`src/rtl/inst_stream_buffer_if.sv`:
```
// Probe, flush and memory-port bundle for the instruction stream buffer.
// The buffer itself uses the slave modport; the cache/memory side uses master.
interface inst_stream_buffer_if #(
  parameter int DEPTH      = 4,
  parameter int LINE_SIZE  = 256,
  parameter int ADDR_WIDTH = 32
);
  localparam int OCC_W = $clog2(DEPTH) + 1;

  logic                  lookup_valid;
  logic [ADDR_WIDTH-1:0] lookup_addr;
  logic                  lookup_hit;
  logic [LINE_SIZE-1:0]  lookup_rdata;
  logic                  flush;
  logic                  mem_req;
  logic [ADDR_WIDTH-1:0] mem_addr;
  logic                  mem_ack;
  logic                  mem_rvalid;
  logic [LINE_SIZE-1:0]  mem_rdata;
  logic [OCC_W-1:0]      occupancy;

  modport slave (
    input  lookup_valid, lookup_addr, flush, mem_ack, mem_rvalid, mem_rdata,
    output lookup_hit, lookup_rdata, mem_req, mem_addr, occupancy
  );

  modport master (
    output lookup_valid, lookup_addr, flush, mem_ack, mem_rvalid, mem_rdata,
    input  lookup_hit, lookup_rdata, mem_req, mem_addr, occupancy
  );
endinterface

```
`src/rtl/inst_stream_buffer.sv`:
```
// Multi-entry next-line instruction prefetcher. Buffered lines sit in a
// circular FIFO; a demand miss restarts a sequential stream that fetches one
// line at a time over a shared cacheline port.
module inst_stream_buffer #(
  parameter int DEPTH        = 4,
  parameter int LINE_SIZE    = 256,
  parameter int ADDR_WIDTH   = 32,
  parameter int STRIDE_LINES = 1,
  parameter int PAGE_STOP    = 1
) (
  input logic                clk,
  input logic                rst,
  inst_stream_buffer_if.slave bus
);
  localparam int LB     = LINE_SIZE / 8;
  localparam int OFF_W  = $clog2(LB);
  localparam int PTR_W  = $clog2(DEPTH);
  localparam int OCC_W  = PTR_W + 1;
  localparam int LN_W   = ADDR_WIDTH - OFF_W;
  localparam int PAGE_W = ADDR_WIDTH - 12;
  localparam logic [ADDR_WIDTH-1:0] STEP = ADDR_WIDTH'(STRIDE_LINES * LB);

  localparam logic [1:0] S_IDLE  = 2'd0;
  localparam logic [1:0] S_ISSUE = 2'd1;
  localparam logic [1:0] S_WAIT  = 2'd2;
  localparam logic [1:0] S_DROP  = 2'd3;

  logic [LN_W-1:0]       tag_r [DEPTH];
  logic [LINE_SIZE-1:0]  data_r [DEPTH];
  logic [PTR_W-1:0]      head_r, tail_r;
  logic [OCC_W-1:0]      occ_r;
  logic [1:0]            state_r;
  logic                  stale_r, stream_active_r, mem_req_r;
  logic [ADDR_WIDTH-1:0] mem_addr_r, next_fetch_r;
  logic [PAGE_W-1:0]     origin_page_r;

  logic                  found_s;
  logic [PTR_W-1:0]      match_off_s, match_idx_s, idx_s;
  logic [LN_W-1:0]       probe_ln_s;
  logic                  hit_s, miss_s, restart_s, clear_s, pop_s, fill_s;
  logic                  page_ok_s, can_issue_s;
  logic [ADDR_WIDTH-1:0] restart_fetch_s;
  logic [PTR_W-1:0]      head_nx_s, tail_nx_s;
  logic [OCC_W-1:0]      occ_nx_s;
  logic                  unused_bits_s;

  // Search valid entries in FIFO order from head; the oldest match wins.
  always_comb begin
    found_s     = 1'b0;
    match_off_s = '0;
    match_idx_s = head_r;
    idx_s       = head_r;
    probe_ln_s  = bus.lookup_addr[ADDR_WIDTH-1:OFF_W];
    for (int k = 0; k < DEPTH; k++) begin
      idx_s = head_r + PTR_W'(k);
      if (!found_s && (OCC_W'(k) < occ_r) && (tag_r[idx_s] == probe_ln_s)) begin
        found_s     = 1'b1;
        match_off_s = PTR_W'(k);
        match_idx_s = idx_s;
      end else begin
        found_s = found_s;
      end
    end
  end

  assign hit_s     = bus.lookup_valid & found_s;
  assign miss_s    = bus.lookup_valid & ~found_s;
  assign restart_s = miss_s & ~bus.flush;
  assign clear_s   = bus.flush | miss_s;
  assign pop_s     = hit_s & ~bus.flush;
  // A fill that coincides with a miss or flush is thrown away with the rest.
  assign fill_s    = (state_r == S_WAIT) & bus.mem_rvalid & ~clear_s;

  assign restart_fetch_s = {probe_ln_s, {OFF_W{1'b0}}} + STEP;
  assign page_ok_s   = (PAGE_STOP == 0) || (next_fetch_r[ADDR_WIDTH-1:12] == origin_page_r);
  // A clear in the same cycle suppresses the issue: the fetch address is about to change.
  assign can_issue_s = stream_active_r & (occ_r < OCC_W'(DEPTH)) & page_ok_s & ~clear_s;

  assign bus.lookup_hit   = hit_s;
  assign bus.lookup_rdata = hit_s ? data_r[match_idx_s] : '0;
  assign bus.mem_req      = mem_req_r;
  assign bus.mem_addr     = mem_addr_r;
  assign bus.occupancy    = occ_r;
  assign unused_bits_s    = ^bus.lookup_addr[OFF_W-1:0];

  // Next head/tail/occupancy from pop, fill and clear.
  always_comb begin
    head_nx_s = head_r;
    tail_nx_s = tail_r;
    occ_nx_s  = occ_r;
    if (clear_s) begin
      head_nx_s = '0;
      tail_nx_s = '0;
      occ_nx_s  = '0;
    end else begin
      if (pop_s) begin
        head_nx_s = head_r + match_off_s + PTR_W'(1);
        occ_nx_s  = occ_nx_s - (OCC_W'(match_off_s) + OCC_W'(1));
      end else begin
        head_nx_s = head_r;
      end
      if (fill_s) begin
        tail_nx_s = tail_r + PTR_W'(1);
        occ_nx_s  = occ_nx_s + OCC_W'(1);
      end else begin
        tail_nx_s = tail_r;
      end
    end
  end

  // Line storage; contents are only meaningful below occupancy, so no reset.
  always_ff @(posedge clk) begin
    if (fill_s) begin
      data_r[tail_r] <= bus.mem_rdata;
    end
  end

  // Tags, FIFO pointers, stream tracking and the fetch FSM.
  always_ff @(posedge clk or negedge rst) begin
    if (!rst) begin
      for (int k = 0; k < DEPTH; k++) tag_r[k] <= '0;
      head_r          <= '0;
      tail_r          <= '0;
      occ_r           <= '0;
      state_r         <= S_IDLE;
      stale_r         <= 1'b0;
      stream_active_r <= 1'b0;
      mem_req_r       <= 1'b0;
      mem_addr_r      <= '0;
      next_fetch_r    <= '0;
      origin_page_r   <= '0;
    end else begin
      head_r <= head_nx_s;
      tail_r <= tail_nx_s;
      occ_r  <= occ_nx_s;
      if (fill_s) begin
        tag_r[tail_r] <= mem_addr_r[ADDR_WIDTH-1:OFF_W];
      end

      // Stream origin and fetch pointer. A stale ack belongs to an abandoned
      // stream and must not skip the first line of the new one.
      if (bus.flush) begin
        stream_active_r <= 1'b0;
      end else if (restart_s) begin
        stream_active_r <= 1'b1;
        next_fetch_r    <= restart_fetch_s;
        origin_page_r   <= bus.lookup_addr[ADDR_WIDTH-1:12];
      end else if ((state_r == S_IDLE) && stream_active_r && !page_ok_s) begin
        stream_active_r <= 1'b0;
      end else if ((state_r == S_ISSUE) && bus.mem_ack && !stale_r) begin
        next_fetch_r <= next_fetch_r + STEP;
      end else begin
        stream_active_r <= stream_active_r;
      end

      case (state_r)
        S_IDLE: begin
          if (can_issue_s) begin
            state_r    <= S_ISSUE;
            mem_req_r  <= 1'b1;
            mem_addr_r <= next_fetch_r;
            stale_r    <= 1'b0;
          end else begin
            state_r <= S_IDLE;
          end
        end
        S_ISSUE: begin
          if (bus.mem_ack) begin
            mem_req_r <= 1'b0;
            stale_r   <= 1'b0;
            state_r   <= (stale_r || clear_s) ? S_DROP : S_WAIT;
          end else if (clear_s) begin
            stale_r <= 1'b1;
          end else begin
            stale_r <= stale_r;
          end
        end
        S_WAIT: begin
          if (bus.mem_rvalid) begin
            state_r <= S_IDLE;
          end else if (clear_s) begin
            state_r <= S_DROP;
          end else begin
            state_r <= S_WAIT;
          end
        end
        S_DROP: begin
          if (bus.mem_rvalid) begin
            state_r <= S_IDLE;
            stale_r <= 1'b0;
          end else begin
            state_r <= S_DROP;
          end
        end
        default: begin
          state_r   <= S_IDLE;
          mem_req_r <= 1'b0;
          stale_r   <= 1'b0;
        end
      endcase
    end
  end
endmodule

```
`src/flat_wrapper.sv`:
```
// flat-port wrapper written by rule: the top's interface ports become plain ports
module inst_stream_buffer_flat 
#(
  parameter int DEPTH        = 4,
  parameter int LINE_SIZE    = 256,
  parameter int ADDR_WIDTH   = 32,
  parameter int STRIDE_LINES = 1,
  parameter int PAGE_STOP    = 1
)
  (clk, rst, bus_lookup_valid, bus_lookup_addr, bus_flush, bus_mem_ack, bus_mem_rvalid, bus_mem_rdata, bus_lookup_hit, bus_lookup_rdata, bus_mem_req, bus_mem_addr, bus_occupancy);
  inst_stream_buffer_if #(.DEPTH(DEPTH), .LINE_SIZE(LINE_SIZE), .ADDR_WIDTH(ADDR_WIDTH)) bus_i ();
  input logic clk;
  input logic rst;
  input wire logic [$bits(bus_i.lookup_valid)-1:0] bus_lookup_valid;
  input wire logic [$bits(bus_i.lookup_addr)-1:0] bus_lookup_addr;
  input wire logic [$bits(bus_i.flush)-1:0] bus_flush;
  input wire logic [$bits(bus_i.mem_ack)-1:0] bus_mem_ack;
  input wire logic [$bits(bus_i.mem_rvalid)-1:0] bus_mem_rvalid;
  input wire logic [$bits(bus_i.mem_rdata)-1:0] bus_mem_rdata;
  output wire logic [$bits(bus_i.lookup_hit)-1:0] bus_lookup_hit;
  output wire logic [$bits(bus_i.lookup_rdata)-1:0] bus_lookup_rdata;
  output wire logic [$bits(bus_i.mem_req)-1:0] bus_mem_req;
  output wire logic [$bits(bus_i.mem_addr)-1:0] bus_mem_addr;
  output wire logic [$bits(bus_i.occupancy)-1:0] bus_occupancy;
  assign bus_i.lookup_valid = bus_lookup_valid;
  assign bus_i.lookup_addr = bus_lookup_addr;
  assign bus_i.flush = bus_flush;
  assign bus_i.mem_ack = bus_mem_ack;
  assign bus_i.mem_rvalid = bus_mem_rvalid;
  assign bus_i.mem_rdata = bus_mem_rdata;
  assign bus_lookup_hit = bus_i.lookup_hit;
  assign bus_lookup_rdata = bus_i.lookup_rdata;
  assign bus_mem_req = bus_i.mem_req;
  assign bus_mem_addr = bus_i.mem_addr;
  assign bus_occupancy = bus_i.occupancy;
  inst_stream_buffer #(.DEPTH(DEPTH), .LINE_SIZE(LINE_SIZE), .ADDR_WIDTH(ADDR_WIDTH), .STRIDE_LINES(STRIDE_LINES), .PAGE_STOP(PAGE_STOP)) u_core (.clk(clk), .rst(rst), .bus(bus_i));
endmodule
```
`config.mk`:
```
export PLATFORM = sky130hd
export DESIGN_NAME = inst_stream_buffer_flat
export DESIGN_NICKNAME = d
export VERILOG_FILES = /design/src/rtl/inst_stream_buffer_if.sv /design/src/rtl/inst_stream_buffer.sv /design/src/flat_wrapper.sv
export SDC_FILE = /design/constraint.sdc
export NUM_CORES = 2
export LEC_CHECK = 0
export ABC_CLOCK_PERIOD_IN_PS = 18300
export CAP_MARGIN = 20
export CORE_MARGIN = 4
export CORE_UTILIZATION = 50
export CTS_CLUSTER_DIAMETER = 50
export CTS_CLUSTER_SIZE = 16
export DETAILED_ROUTE_END_ITERATION = 8
export PLACE_DENSITY = 0.72
export REMOVE_ABC_BUFFERS = 1
export SYNTH_ARGS = -nofsm -noshare
export SYNTH_HDL_FRONTEND = slang
export SYNTH_SLANG_ARGS = --single-unit
```
`constraint.sdc`:
```
create_clock -name clk -period 18.3 [get_ports clk]
set_input_delay 1.83 -clock clk [delete_from_list [all_inputs] [get_ports clk]]
set_output_delay 1.83 -clock clk [all_outputs]
set_load 0.03 [all_outputs]
```
==> results.toml <==
[drt]
wire_per_inst_um = 26.4
drt_iter0_markers = 2291
drc = 0
final_antenna_net_count = 0
num_vias = 29488
finalWirelength_um = 135000
routed-wl-met2_um = 65800
drt_pass1_iterations = 5
wl_met3_um = 12000
dr.max_layer_used = "met5"
wl_met1_um = 52300
viasPerCell = 5.79

[sta]
period_needed_ps = 11180
finalSetupViolCount = 0
max_freq_mhz = 89.5
tightest_slew_ps = 1110
fin_ws_ps = 7120
hold_viol_final = 0
fin_crit_sh = 0.611
hold_ws_ps = 504
slew_headroom = 0.263
slew_viol_final = 0
finClkSkew_ps = 73.2
rsz0062_at_grt = "false"

[clock_network]
cts_root_buf = "clkbuf_16"
clk_pin_slew_ps = 50
cts_tree = "built"
post-cts-setup-buffers = 0
cts_hold_buf = 0
clk_latency_ps = 720
htreeDepth = 3
cts_resized = 0
cts_buffers = 116
cts_buffer_depth = 3
cts_sinks = 1218

[worst_setup_path]
regToRegSetupSlack_ps = 10940
max_stage_delay_ps = 930
rr_worst_depth = 12
cp.depth = 14
critPathBufInv = 6
startpoint_type = "input pin"
crit_fanout = 141
cp_slowest_cell = "buf_4"
crit_chain = "clkdlybuf4s50_1 -> clkinv_1 -> a222oi_1 -> a22oi_1 -> nor4_1 -> and3_1 -> o21ai_2 -> xnor2_4 -> buf_12 -> buf_4 -> buf_12 -> mux2i_1 -> o22ai_1 -> clkdlybuf4s50_1"
crit_end = "bus_lookup_rdata[100]"
crit_type = "in -> out"
crit_start = "bus_lookup_addr[16]"
r2r-end = "u_core.data_r[1][241]$_DFFE_PP_"
timing.rr.start = "u_core.head_r[1]$_DFFE_PN0P_"
worstPathRequired_ps = 16470
endpoint_kind = "primary output"
cp.arrival_ps = 9350
path_delay_family = "buffers and inverters"

[power_and_ir_drop]
clockPowerShare = 0.420
netSwitchingFraction = 0.215
vdd_drop_max_mv = 0.0878
p_leak_uw = 0.0245
switching_power_uw = 1230
power.share.combinational = 0.042
p_seq_frac = 0.537
power.internal_uw = 4510
power.density_nw_per_um2 = 92.7

[synth]
synth-seq-cells = 1218
yosysWarnings = 0
synth_edf_count = 1024
synth.top_cells.by_area = "edfxtp_1 (60%), mux2i_1 (12%), dfrtp_1 (9.5%), mux2_1 (3.4%), o22ai_1 (3.2%)"
ys_types = 78
async_flop_share = 0.159
syn-cell-area_um2 = 51400
ys_seq_area_frac = 0.693
syn_inst = 3088
synth_top_area_cell = "edfxtp_1"
synth_flop_cell = "edfxtp_1"
syn_area_per_cell_um2 = 16.6
synth_top_area_frac = 0.599

[die]
die_x_um = 328
die_area_um2 = 108000
rows = 117
coreArea_um2 = 102000
die_h_um = 328
initial_utilization = 0.504
ios = 587

[placed_design]
dpl_worst_slack_ps = 7280
placed_area_um2 = 58100
dp_hpwl_um = 87100
gp_congestion = 0.998
portBuffers = 576

[layout]
final_layout_size_suffix_gt1_frac = 0.0867
nets = 3925
final_cell_area_um2 = 62000
area_growth_pct = 20.7

[run_status]
outcome = "finished clean"

[global_routing]
grt_max_degree = 144
grt.total_usage = 0.244
grt_overflow_total = 0
grt_pass1_vias = 29733
grt_first_pass_wirelength_um = 195000
antenna_found_initial = 42

[min_path]
hp-start = "u_core.origin_page_r[9]$_DFFE_PN0P_"
min_path_type = "reg -> reg"

[run]
maxCapViolCount = 0
[flip-flops by register name (all words and copies together) (netlist names)]
signal	cells
u_core.data_r	1024
u_core.tag_r	108
u_core.bus.mem_addr	27
u_core.next_fetch_r	27
u_core.origin_page_r	20
u_core.bus.occupancy	3
u_core.head_r	2
u_core.state_r	2
u_core.tail_r	2
u_core.bus.mem_req	1
u_core.stale_r	1
u_core.stream_active_r	1
[logic make-up after synthesis]
| kind of cell | synth area share |
|---|---|
| DFF | 0.693 |
| muxes | 0.179 |
| AOI/OAI and AO/OA | 0.0507 |
| and+or+nand+nor | 0.0260 |
| buffers and inverters | 0.0245 |
| xor gates and xnor gates | 0.0241 |
| adders and majority gates | 0.00234 |
| other | 0.0000730 |
[power groups by stage]
stage	clock, uW	sequential, uW	combinational, uW
after floorplan	0	3140	93.5
after global placement	0	3140	237
after detailed placement	0	3140	242
after CTS	2450	3090	243
after global routing	2570	3090	263
final	2410	3090	243
[routing by layer]
layer	up-vias	track usage
met4	40	0.0870
met5	-	0
met3	229	0.0885
li1	13264	-
met1	15040	0.301
met2	915	0.398
[layout make-up]
type                    instances  area, um^2
diodes                         23        57.6
clock buffers                 126        2970
clock inverters                72         871
fillers                      7569       39900
inverters                      25         124
multi-input cells            1649       14500
flip-flops and latches       1218       35600
well taps                    1368        1710
repair buffers                612        6110
[cell usage in the layout (no fill, tap or decap), types with 10 or more instances in the layout]
master,Yosys,final
a21oi_1,34,34
a22oi_1,12,12
and3_1,13,12
buf_4,52,31
bufinv_16,0,11
clkbuf_16,0,117
clkdlybuf4s50_1,0,575
clkinv_1,1,12
clkinv_2,0,10
dfrtp_1,194,192
diode_2,0,23
edfxtp_1,1024,1024
inv_1,23,19
inv_6,0,11
inv_8,0,15
mux2_1,153,153
mux2_2,33,33
mux2i_1,613,613
mux4_2,41,41
nand2_1,45,44
nand3_1,36,36
nand4_1,29,29
nor2_1,65,65
nor3_1,14,14
nor4_1,12,11
o21ai_0,23,23
o22ai_1,264,264
xnor2_1,102,102
xor2_1,36,36
[how the worst min path moves through the flow]
stage / endpoint / slack (ps) / cells past startpoint
CTS: u_core.origin_page_r[9]$_DFFE_PN0P_ / 510 / 1
floorplan: u_core.origin_page_r[10]$_DFFE_PN0P_ / 480 / 1
detailed placement: u_core.origin_page_r[9]$_DFFE_PN0P_ / 500 / 1
global route: u_core.origin_page_r[13]$_DFFE_PN0P_ / 520 / 1
finish: u_core.origin_page_r[9]$_DFFE_PN0P_ / 500 / 1
global placement: u_core.origin_page_r[10]$_DFFE_PN0P_ / 490 / 1
[cell usage after synthesis (7+ instances only)]
cell type and n:
a21oi_1 34, a222oi_1 7, a22oi_1 12, and3_1 13, buf_1 15, buf_2 33, buf_4 52, buf_6 23
clkbuf_1 76, dfrtp_1 194, edfxtp_1 1024, ha_1 8, inv_1 23, mux2_1 153, mux2_2 33, mux2i_1 613
mux4_2 41, nand2_1 45, nand2b_1 7, nand3_1 36, nand4_1 29, nor2_1 65, nor3_1 14, nor4_1 12
o21ai_0 23, o22ai_1 264, xnor2_1 102, xor2_1 36
[through the flow]
step                       util  power [uW]  TNS, ps  instances
after floorplan               -        3240  -834080       2892
after global placement    0.570        3380        0       4871
after detailed placement  0.570        3390        0       4871
after CTS                 0.608        5780        0       5069
after global routing      0.608        5920        0       5084
final                     0.608        5750        0       5093
Power figures use the tool's default switching activity.
